File: src/rtl/stream_sync_pkg.sv
// -----------------------------------------------------------------------------
// stream_sync_pkg
// Shared definitions for the stream_sync path:
//   - test pattern codes (PAT_*)
//   - sensor_timing_gen FSM state encoding (gen_state_e)
//   - LFSR seed and the step function for the RANDOM test pattern
// -----------------------------------------------------------------------------
package stream_sync_pkg;

  localparam logic [1:0] PAT_PIX_INC   = 2'd0;
  localparam logic [1:0] PAT_LINE_INC  = 2'd1;
  localparam logic [1:0] PAT_FRAME_INC = 2'd2;
  localparam logic [1:0] PAT_RANDOM    = 2'd3;

  typedef enum logic [2:0] {
    ST_IDLE   = 3'd0,
    ST_LEAD   = 3'd1,
    ST_LINE   = 3'd2,
    ST_HBLANK = 3'd3,
    ST_TAIL   = 3'd4,
    ST_VBLANK = 3'd5
  } gen_state_e;

  localparam logic [15:0] LFSR_SEED = 16'hACE1;

  // 16-bit Fibonacci LFSR, taps 16,14,13,11 (bits 15,13,12,10), shifting left.
  function automatic logic [15:0] lfsr_next(input logic [15:0] s);
    return {s[14:0], s[15] ^ s[13] ^ s[12] ^ s[10]};
  endfunction

endpackage

File: src/rtl/sensor_timing_gen_if.sv
// -----------------------------------------------------------------------------
// sensor_timing_gen_if
// Parallel sensor stream bundle as seen by sync_buffer.
//   fval      frame valid
//   lval      line valid
//   pix_data  CHANNEL_NUM pixels per beat, channel 0 in the LSBs
//   frame_cnt completed frames, wraps at 0xFFFF
// Modports: master (generator side), slave (consumer side).
// -----------------------------------------------------------------------------
interface sensor_timing_gen_if #(
  parameter int SENSOR_DAT_WIDTH = 10,
  parameter int CHANNEL_NUM      = 4
);
  logic                                  fval;
  logic                                  lval;
  logic [SENSOR_DAT_WIDTH*CHANNEL_NUM-1:0] pix_data;
  logic [15:0]                           frame_cnt;

  modport master (output fval, lval, pix_data, frame_cnt);
  modport slave  (input  fval, lval, pix_data, frame_cnt);
endinterface

File: src/rtl/sensor_pattern_src.sv
// -----------------------------------------------------------------------------
// sensor_pattern_src
// Registered test-pattern generator for sensor_timing_gen.
// Ports:
//   clk, rst_n    pixel clock, async active-low reset
//   lval_i        current beat is a line beat (state-time, one cycle ahead
//                 of the registered stream outputs)
//   pattern_i     pattern code (PAT_*)
//   pix_cnt_i     beat index within the line
//   line_i        line index within the frame
//   frame_i       completed-frame count
//   pix_data_o    registered pixel word, zero whenever lval_i was low
// Macro SENSOR_TIMING_GEN_RANDOM_EN builds the LFSR and the RANDOM pattern;
// without it, PAT_RANDOM falls back to PIX_INC.
// -----------------------------------------------------------------------------
module sensor_pattern_src
  import stream_sync_pkg::*;
#(
  parameter int SENSOR_DAT_WIDTH = 10,
  parameter int CHANNEL_NUM      = 4,
  parameter int REG_WD           = 32
) (
  input  logic                                    clk,
  input  logic                                    rst_n,
  input  logic                                    lval_i,
  input  logic [1:0]                              pattern_i,
  input  logic [REG_WD-1:0]                       pix_cnt_i,
  input  logic [REG_WD-1:0]                       line_i,
  input  logic [15:0]                             frame_i,
  output logic [SENSOR_DAT_WIDTH*CHANNEL_NUM-1:0] pix_data_o
);
  localparam int W = SENSOR_DAT_WIDTH;

  logic [W*CHANNEL_NUM-1:0] pix_data_d;
  logic [W*CHANNEL_NUM-1:0] pix_data_q;

`ifdef SENSOR_TIMING_GEN_RANDOM_EN
  logic [15:0] lfsr_q;

  // Advances once per line beat, whatever the pattern, so the sequence is a
  // function of beats since reset only.
  always_ff @(posedge clk or negedge rst_n) begin
    if (!rst_n)      lfsr_q <= LFSR_SEED;
    else if (lval_i) lfsr_q <= lfsr_next(lfsr_q);
  end
`endif

  always_comb begin
    // NOTE: every always_comb output gets a default first so no path leaves
    // it unassigned; an unassigned path would infer a latch.
    pix_data_d = '0;
    if (lval_i) begin
      for (int k = 0; k < CHANNEL_NUM; k++) begin
        case (pattern_i)
          PAT_LINE_INC:  pix_data_d[k*W +: W] = W'(line_i);
          PAT_FRAME_INC: pix_data_d[k*W +: W] = W'(frame_i);
`ifdef SENSOR_TIMING_GEN_RANDOM_EN
          PAT_RANDOM:    pix_data_d[k*W +: W] = W'(lfsr_q) ^ W'(k);
`endif
          default:       pix_data_d[k*W +: W] =
                           W'(pix_cnt_i * REG_WD'(CHANNEL_NUM) + REG_WD'(k));
        endcase
      end
    end
  end

  always_ff @(posedge clk or negedge rst_n) begin
    if (!rst_n) pix_data_q <= '0;
    else        pix_data_q <= pix_data_d;
  end

  assign pix_data_o = pix_data_q;

endmodule

File: src/rtl/sensor_timing_gen.sv
// -----------------------------------------------------------------------------
// sensor_timing_gen
// Sensor-side fval/lval/pixel transmitter for the stream_sync path; stands in
// for the MT9P031 parallel output.
// Ports:
//   clk_sensor_pix   pixel clock
//   reset_sensor_n   async active-low reset
//   i_enable         run request (level); sampled only in IDLE and at VBLANK end
//   iv_line_active   beats per line H       (0 treated as 1)
//   iv_line_blank    lval-low beats HB      (0 treated as 1)
//   iv_frame_active  lines per frame V      (0 treated as 1)
//   iv_frame_blank   fval-low beats VB      (0 treated as 1)
//   iv_pattern       PAT_* test pattern code
//   stream           master side of sensor_timing_gen_if (fval, lval,
//                    pix_data, frame_cnt), all registered
// Macro SENSOR_TIMING_GEN_RANDOM_EN enables the LFSR RANDOM pattern.
// -----------------------------------------------------------------------------
module sensor_timing_gen
  import stream_sync_pkg::*;
#(
  parameter int SENSOR_DAT_WIDTH = 10,
  parameter int CHANNEL_NUM      = 4,
  parameter int REG_WD           = 32,
  parameter int FVAL_LVAL_GAP    = 3
) (
  input  logic              clk_sensor_pix,
  input  logic              reset_sensor_n,
  input  logic              i_enable,
  input  logic [REG_WD-1:0] iv_line_active,
  input  logic [REG_WD-1:0] iv_line_blank,
  input  logic [REG_WD-1:0] iv_frame_active,
  input  logic [REG_WD-1:0] iv_frame_blank,
  input  logic [1:0]        iv_pattern,
  sensor_timing_gen_if.master stream
);
  localparam logic [REG_WD-1:0] ONE      = REG_WD'(1);
  localparam logic [REG_WD-1:0] GAP_LAST = REG_WD'(FVAL_LVAL_GAP - 1);

  function automatic logic [REG_WD-1:0] clamp1(input logic [REG_WD-1:0] x);
    return (x == '0) ? ONE : x;
  endfunction

  gen_state_e        state_q, state_d;
  logic [REG_WD-1:0] cnt_q, cnt_d;     // beat index inside the current state
  logic [REG_WD-1:0] line_q, line_d;   // line index inside the frame
  logic [REG_WD-1:0] h_q, hb_q, v_q, vb_q;
  logic [1:0]        pat_q;
  logic              latch;
  logic              fval_q, lval_q;
  logic [15:0]       frame_cnt_q;

  always_comb begin
    state_d = state_q;
    cnt_d   = cnt_q + ONE;
    line_d  = line_q;
    latch   = 1'b0;
    case (state_q)
      ST_IDLE: begin
        cnt_d = '0;
        if (i_enable) begin
          latch   = 1'b1;
          line_d  = '0;
          state_d = ST_LEAD;
        end
      end
      ST_LEAD: if (cnt_q == GAP_LAST) begin
        cnt_d   = '0;
        state_d = ST_LINE;
      end
      ST_LINE: if (cnt_q == h_q - ONE) begin
        cnt_d   = '0;
        state_d = (line_q < v_q - ONE) ? ST_HBLANK : ST_TAIL;
      end
      ST_HBLANK: if (cnt_q == hb_q - ONE) begin
        cnt_d   = '0;
        line_d  = line_q + ONE;
        state_d = ST_LINE;
      end
      ST_TAIL: if (cnt_q == GAP_LAST) begin
        cnt_d   = '0;
        state_d = ST_VBLANK;
      end
      ST_VBLANK: if (cnt_q == vb_q - ONE) begin
        cnt_d = '0;
        if (i_enable) begin
          latch   = 1'b1;
          line_d  = '0;
          state_d = ST_LEAD;
        end else begin
          state_d = ST_IDLE;
        end
      end
      default: begin
        cnt_d   = '0;
        state_d = ST_IDLE;
      end
    endcase
  end

  // Stream outputs are registered from the current state, so they trail the
  // FSM by one beat; the pattern source is registered on the same edge so data
  // stays aligned with lval. frame_cnt steps on the first VBLANK beat, i.e. on
  // the same edge that drops fval.
  always_ff @(posedge clk_sensor_pix or negedge reset_sensor_n) begin
    // NOTE: sequential state is always assigned with <= so every register
    // samples pre-edge values regardless of statement order.
    if (!reset_sensor_n) begin
      state_q     <= ST_IDLE;
      cnt_q       <= '0;
      line_q      <= '0;
      h_q         <= ONE;
      hb_q        <= ONE;
      v_q         <= ONE;
      vb_q        <= ONE;
      pat_q       <= PAT_PIX_INC;
      fval_q      <= 1'b0;
      lval_q      <= 1'b0;
      frame_cnt_q <= '0;
    end else begin
      state_q <= state_d;
      cnt_q   <= cnt_d;
      line_q  <= line_d;
      if (latch) begin
        h_q   <= clamp1(iv_line_active);
        hb_q  <= clamp1(iv_line_blank);
        v_q   <= clamp1(iv_frame_active);
        vb_q  <= clamp1(iv_frame_blank);
        pat_q <= iv_pattern;
      end
      fval_q <= (state_q inside {ST_LEAD, ST_LINE, ST_HBLANK, ST_TAIL});
      lval_q <= (state_q == ST_LINE);
      if (state_q == ST_VBLANK && cnt_q == '0) frame_cnt_q <= frame_cnt_q + 16'd1;
    end
  end

  logic [SENSOR_DAT_WIDTH*CHANNEL_NUM-1:0] pix_data;

  sensor_pattern_src #(
    .SENSOR_DAT_WIDTH (SENSOR_DAT_WIDTH),
    .CHANNEL_NUM      (CHANNEL_NUM),
    .REG_WD           (REG_WD)
  ) u_pattern_src (
    .clk        (clk_sensor_pix),
    .rst_n      (reset_sensor_n),
    .lval_i     (state_q == ST_LINE),
    .pattern_i  (pat_q),
    .pix_cnt_i  (cnt_q),
    .line_i     (line_q),
    .frame_i    (frame_cnt_q),
    .pix_data_o (pix_data)
  );

  assign stream.fval      = fval_q;
  assign stream.lval      = lval_q;
  assign stream.pix_data  = pix_data;
  assign stream.frame_cnt = frame_cnt_q;

endmodule

File: src/flat_wrapper.sv
// flat-port wrapper written by rule: the top's interface ports become plain ports
module sensor_timing_gen_flat import stream_sync_pkg::*;
#(
  parameter int SENSOR_DAT_WIDTH = 10,
  parameter int CHANNEL_NUM      = 4,
  parameter int REG_WD           = 32,
  parameter int FVAL_LVAL_GAP    = 3
)
  (clk_sensor_pix, reset_sensor_n, i_enable, iv_line_active, iv_line_blank, iv_frame_active, iv_frame_blank, iv_pattern, stream_fval, stream_lval, stream_pix_data, stream_frame_cnt);
  sensor_timing_gen_if #(.SENSOR_DAT_WIDTH(SENSOR_DAT_WIDTH), .CHANNEL_NUM(CHANNEL_NUM)) stream_i ();
  input  logic clk_sensor_pix;
  input  logic reset_sensor_n;
  input  logic i_enable;
  input  logic [REG_WD-1:0] iv_line_active;
  input  logic [REG_WD-1:0] iv_line_blank;
  input  logic [REG_WD-1:0] iv_frame_active;
  input  logic [REG_WD-1:0] iv_frame_blank;
  input  logic [1:0] iv_pattern;
  output wire logic [$bits(stream_i.fval)-1:0] stream_fval;
  output wire logic [$bits(stream_i.lval)-1:0] stream_lval;
  output wire logic [$bits(stream_i.pix_data)-1:0] stream_pix_data;
  output wire logic [$bits(stream_i.frame_cnt)-1:0] stream_frame_cnt;
  assign stream_fval = stream_i.fval;
  assign stream_lval = stream_i.lval;
  assign stream_pix_data = stream_i.pix_data;
  assign stream_frame_cnt = stream_i.frame_cnt;
  sensor_timing_gen #(.SENSOR_DAT_WIDTH(SENSOR_DAT_WIDTH), .CHANNEL_NUM(CHANNEL_NUM), .REG_WD(REG_WD), .FVAL_LVAL_GAP(FVAL_LVAL_GAP)) u_core (.clk_sensor_pix(clk_sensor_pix), .reset_sensor_n(reset_sensor_n), .i_enable(i_enable), .iv_line_active(iv_line_active), .iv_line_blank(iv_line_blank), .iv_frame_active(iv_frame_active), .iv_frame_blank(iv_frame_blank), .iv_pattern(iv_pattern), .stream(stream_i));
endmodule
File: config.mk
export PLATFORM = sky130hd
export DESIGN_NAME = sensor_timing_gen_flat
export DESIGN_NICKNAME = d
export VERILOG_FILES = /design/src/rtl/stream_sync_pkg.sv /design/src/rtl/sensor_timing_gen_if.sv /design/src/rtl/sensor_pattern_src.sv /design/src/rtl/sensor_timing_gen.sv /design/src/flat_wrapper.sv
export SDC_FILE = /design/constraint.sdc
export NUM_CORES = 1
export LEC_CHECK = 0
export CAP_MARGIN = 20
export CORE_MARGIN = 3
export CORE_UTILIZATION = 35
export CTS_CLUSTER_DIAMETER = 30
export DETAILED_ROUTE_END_ITERATION = 6
export PLACE_DENSITY = 0.56
export SKIP_CTS_REPAIR_TIMING = 1
export SLEW_MARGIN = 15
export SYNTH_ARGS = -nofsm -noshare
export SYNTH_HDL_FRONTEND = slang
export SYNTH_SLANG_ARGS = --single-unit
export TNS_END_PERCENT = 50
File: constraint.sdc
create_clock -name clk_sensor_pix -period 6.9 [get_ports clk_sensor_pix]
set_input_delay 1.38 -clock clk_sensor_pix [delete_from_list [all_inputs] [get_ports clk_sensor_pix]]
set_output_delay 1.38 -clock clk_sensor_pix [all_outputs]
set_load 0.05 [all_outputs]
==> results.toml <==
[routing]
routed_wl_um = 47670
initialDrtViolationCount = 988
met2WireLength_um = 21140
top_layer_used = "met4"
drt-met1-wl_um = 21870
viasPerCell = 5.589
drt_first_pass_iters = 5
drcViolationCount = 0
wire_per_inst_um = 20.37
drtAntennaViolNets = 0
vias = 13080
wl_met3_um = 3309

[cts]
cts_tree = "built"
cts_sinks = 227
numCtsBuffers = 66
insertion_delay_ns = 0.56
clockBufferDepth = 3
root_buffer = "clkbuf_16"
clk_pin_slew_ns = 0.04
h-tree-depth = 3

[sta]
fin_crit_sh_pct = 68.97
tns_ns = 0
slew_violations = 0
skew_ns = 0.02298
hold_slack_ns = 0.4726
finalHoldViolCount = 0
setup-violations-final = 0
rsz0062_at_grt = "no"
min_period_ns = 4.759
slew-limit-headroom_pct = 30.03
worst_pin_slew_ns = 1.040
clock.fmax_ghz = 0.2101

[layout]
post-route-util_pct = 45.88
fillCellCount = 4178
antenna_cells = 0
drive_gt1_share_pct = 16.58
area_delta_synth_final_pct = 27.93
final_nets = 1884
final_area_um2 = 19980

[power_and_ir_drop]
max-vdd-ir-drop_v = 0.0002091
p_seq_share_pct = 29.9
swShare_pct = 36.85
switching_power_uw = 3307
clockPowerShare_pct = 35.7
power_density_nw_per_um2 = 449.1
p_leak_uw = 0.007805
p_comb_share_pct = 34.4
power.internal_uw = 5667

[placed_design]
port-buffer-count = 190
hpwlAfterDp_um = 34910
dpl_cell_area_um2 = 17600
gp_congestion = 0.9084

[yosys]
avgSynthCellArea_um2 = 9.987
yosysWarningCount = 0
synth-seq-cells = 227
ys_async_sr_fraction_pct = 100.0
ys_types = 88
yosysSeqAreaShare_pct = 36.40
syn_nets = 1739
synthCells = 1564
synth-main-ff-cell = "dfrtp_1"
synthTopCellsByArea = "dfrtp_1 36%, mux2_4 9.6%, xnor2_1 7.1%"
synth_top_area_share_pct = 35.73
yosys.area.top_type = "dfrtp_1"
synth-edff-count = 0
netlist_area_um2 = 15620

[die]
core_um2 = 43550
start_util_pct = 35.87
ios = 191
die_w_um = 217.3
fp.dieArea_um2 = 47200
rows = 76
die_y_um = 217.3

[worst_setup_path]
worstPathCellList = "or4_1 > nor4_1 > nand2_1 > o32ai_1 > o2111ai_1 > nor4_1 > nand4_1 > a21oi_2 > buf_4 > a21oi_1"
path_max_fanout = 27
path_class = "register to register"
critPathArrivalTime_ns = 5.16
cp.buffers_inverters = 1
cp-end-kind = "register"
slowest_delay_ns = 0.92
slowest_stage = "nor4_1"
cpMostUsedCell = "nor4_1"
critPathTopFamily = "simple AND/OR/NAND/NOR gates"
crit_path_start_kind = "register"
required_ns = 7.30

[global_routing]
grt_pass1_vias = 13000
grtUsageTotal_pct = 19.94
grt_pass1_wl_um = 74620
grt_max_degree = 131
antenna_found_initial = 0
grt-ovfl-total = 0

[status]
status = "finished clean"

[worst_hold_path]
hold_class = "register to register"

[job]
cap_violations = 0
==> registers in the layout, summed over array words and instances (netlist names) <==
name	flops
u_core.line_q	32
u_core.hb_q	32
u_core.v_q	32
u_core.h_q	32
u_core.stream.lval	1
u_core.vb_q	32
u_core.stream.fval	1
u_core.cnt_q	32
u_core.u_pattern_src.pix_data_o	12
u_core.stream.frame_cnt	16
u_core.pat_q	2
u_core.state_q	3
==> synth_stat cells (5+ instances only) <==
cell type and number:
a221o_1 5, a31o_2 5, mux2_4 100, o211ai_1 8, xor2_1 71, nand3_1 44, nor4_1 79, or3_1 23
mux2i_1 13, or4_1 28, inv_1 37, a21o_1 7, clkbuf_1 60, mux2_2 31, and3_1 20, o31ai_1 11
and4_1 7, dfrtp_1 223, xnor2_1 127, nand4b_1 5, nor2b_1 14, ha_1 42, o22ai_1 5, nor2_1 91
nand2b_1 13, nand4_1 51, nand3b_1 17, o21ai_0 31, a21oi_1 79, buf_4 30, buf_8 10, a211oi_1 9
nor3_1 48, a22oi_1 7, nor3b_1 8, a31oi_1 10, nand2_1 73, buf_2 16, o41ai_1 5, a2111oi_0 6
or2_2 7
==> stage by stage <==
| stage | setup WS, ns | cells | power, uW |
|---|---|---|---|
| after floorplan | 2.727 | 1564 | 4843 |
| after global placement | 2.295 | 2225 | 5656 |
| after detailed placement | 2.286 | 2225 | 5733 |
| after CTS | 2.261 | 2339 | 9010 |
| after global routing | 1.768 | 2340 | 9486 |
| final | 2.141 | 2340 | 8974 |
==> cells in the final DEF (no fill, tap or decap), types with 9 or more instances in the layout <==
cell,count
clkbuf_16,69
mux2_2,31
xnor2_1,127
nor4_1,79
o21ai_0,31
o31ai_1,11
a21oi_1,79
nand2_1,73
mux2i_1,13
nor2_1,91
mux2_4,100
clkdlybuf4s50_1,189
ha_1,42
nand3_1,44
clkbuf_8,12
or4_1,28
nand2b_1,13
a31oi_1,10
inv_1,37
bufinv_16,11
xor2_1,71
or3_1,23
and3_1,20
dfrtp_1,223
nor2b_1,14
a211oi_1,9
nor3_1,48
nand3b_1,17
nand4_1,51
==> metal layers <==
metal	global-route usage (%)	vias to the layer above
li1	-	6066
met1	28.00	6486
met2	30.28	448
met3	4.161	79
met4	7.436	0
met5	0	-
==> power groups by stage <==
| stage | Clock (uW) | Sequential (uW) | Combinational, uW |
|---|---|---|---|
| finish | 3200 | 2680 | 3090 |
| floorplan | 0 | 2370 | 2470 |
| global placement | 0 | 2670 | 2980 |
| detailed placement | 0 | 2680 | 3050 |
| global route | 3350 | 2770 | 3360 |
| CTS | 3260 | 2670 | 3080 |
==> area by class of cell <==
type,count,area (um2),area share (%)
clock buffer,83,1899,9.505
clock inverter,31,470.5,2.354
inverter,37,138.9,0.6950
multi-input combinational,1178,9062,45.35
sequential,227,5685,28.45
tap,585,732.0,3.663
timing repair buffer,199,1994,9.981
==> path summary, 6_finish.rpt <==
check                                             from  slack (ns)  depth (start not counted)                           to
max                                      u_core.h_q[2]        2.14                         10             u_core.cnt_q[11]
min                        u_core.stream.frame_cnt[15]        0.47                          1  u_core.stream.frame_cnt[15]
max reg2reg                              u_core.h_q[2]        2.14                         10             u_core.cnt_q[11]
min reg2reg                u_core.stream.frame_cnt[15]        0.47                          1  u_core.stream.frame_cnt[15]
max in group asynchronous               reset_sensor_n        4.65                          2               u_core.hb_q[1]
min in group asynchronous               reset_sensor_n        0.94                          1              u_core.vb_q[30]
==> logic make-up after synthesis <==
| logic type | share of synthesized area [%] |
|---|---|
| multiplexers | 12.68 |
| XOR/XNOR | 11.10 |
| flip-flops | 36.40 |
| AO/OA/AOI/OAI | 10.26 |
| adder cells (fa/ha/maj) | 3.364 |
| buffers and inverters | 5.583 |
| AND/OR/NAND/NOR | 20.61 |
No activity file was read; power rests on OpenSTA's default activity.
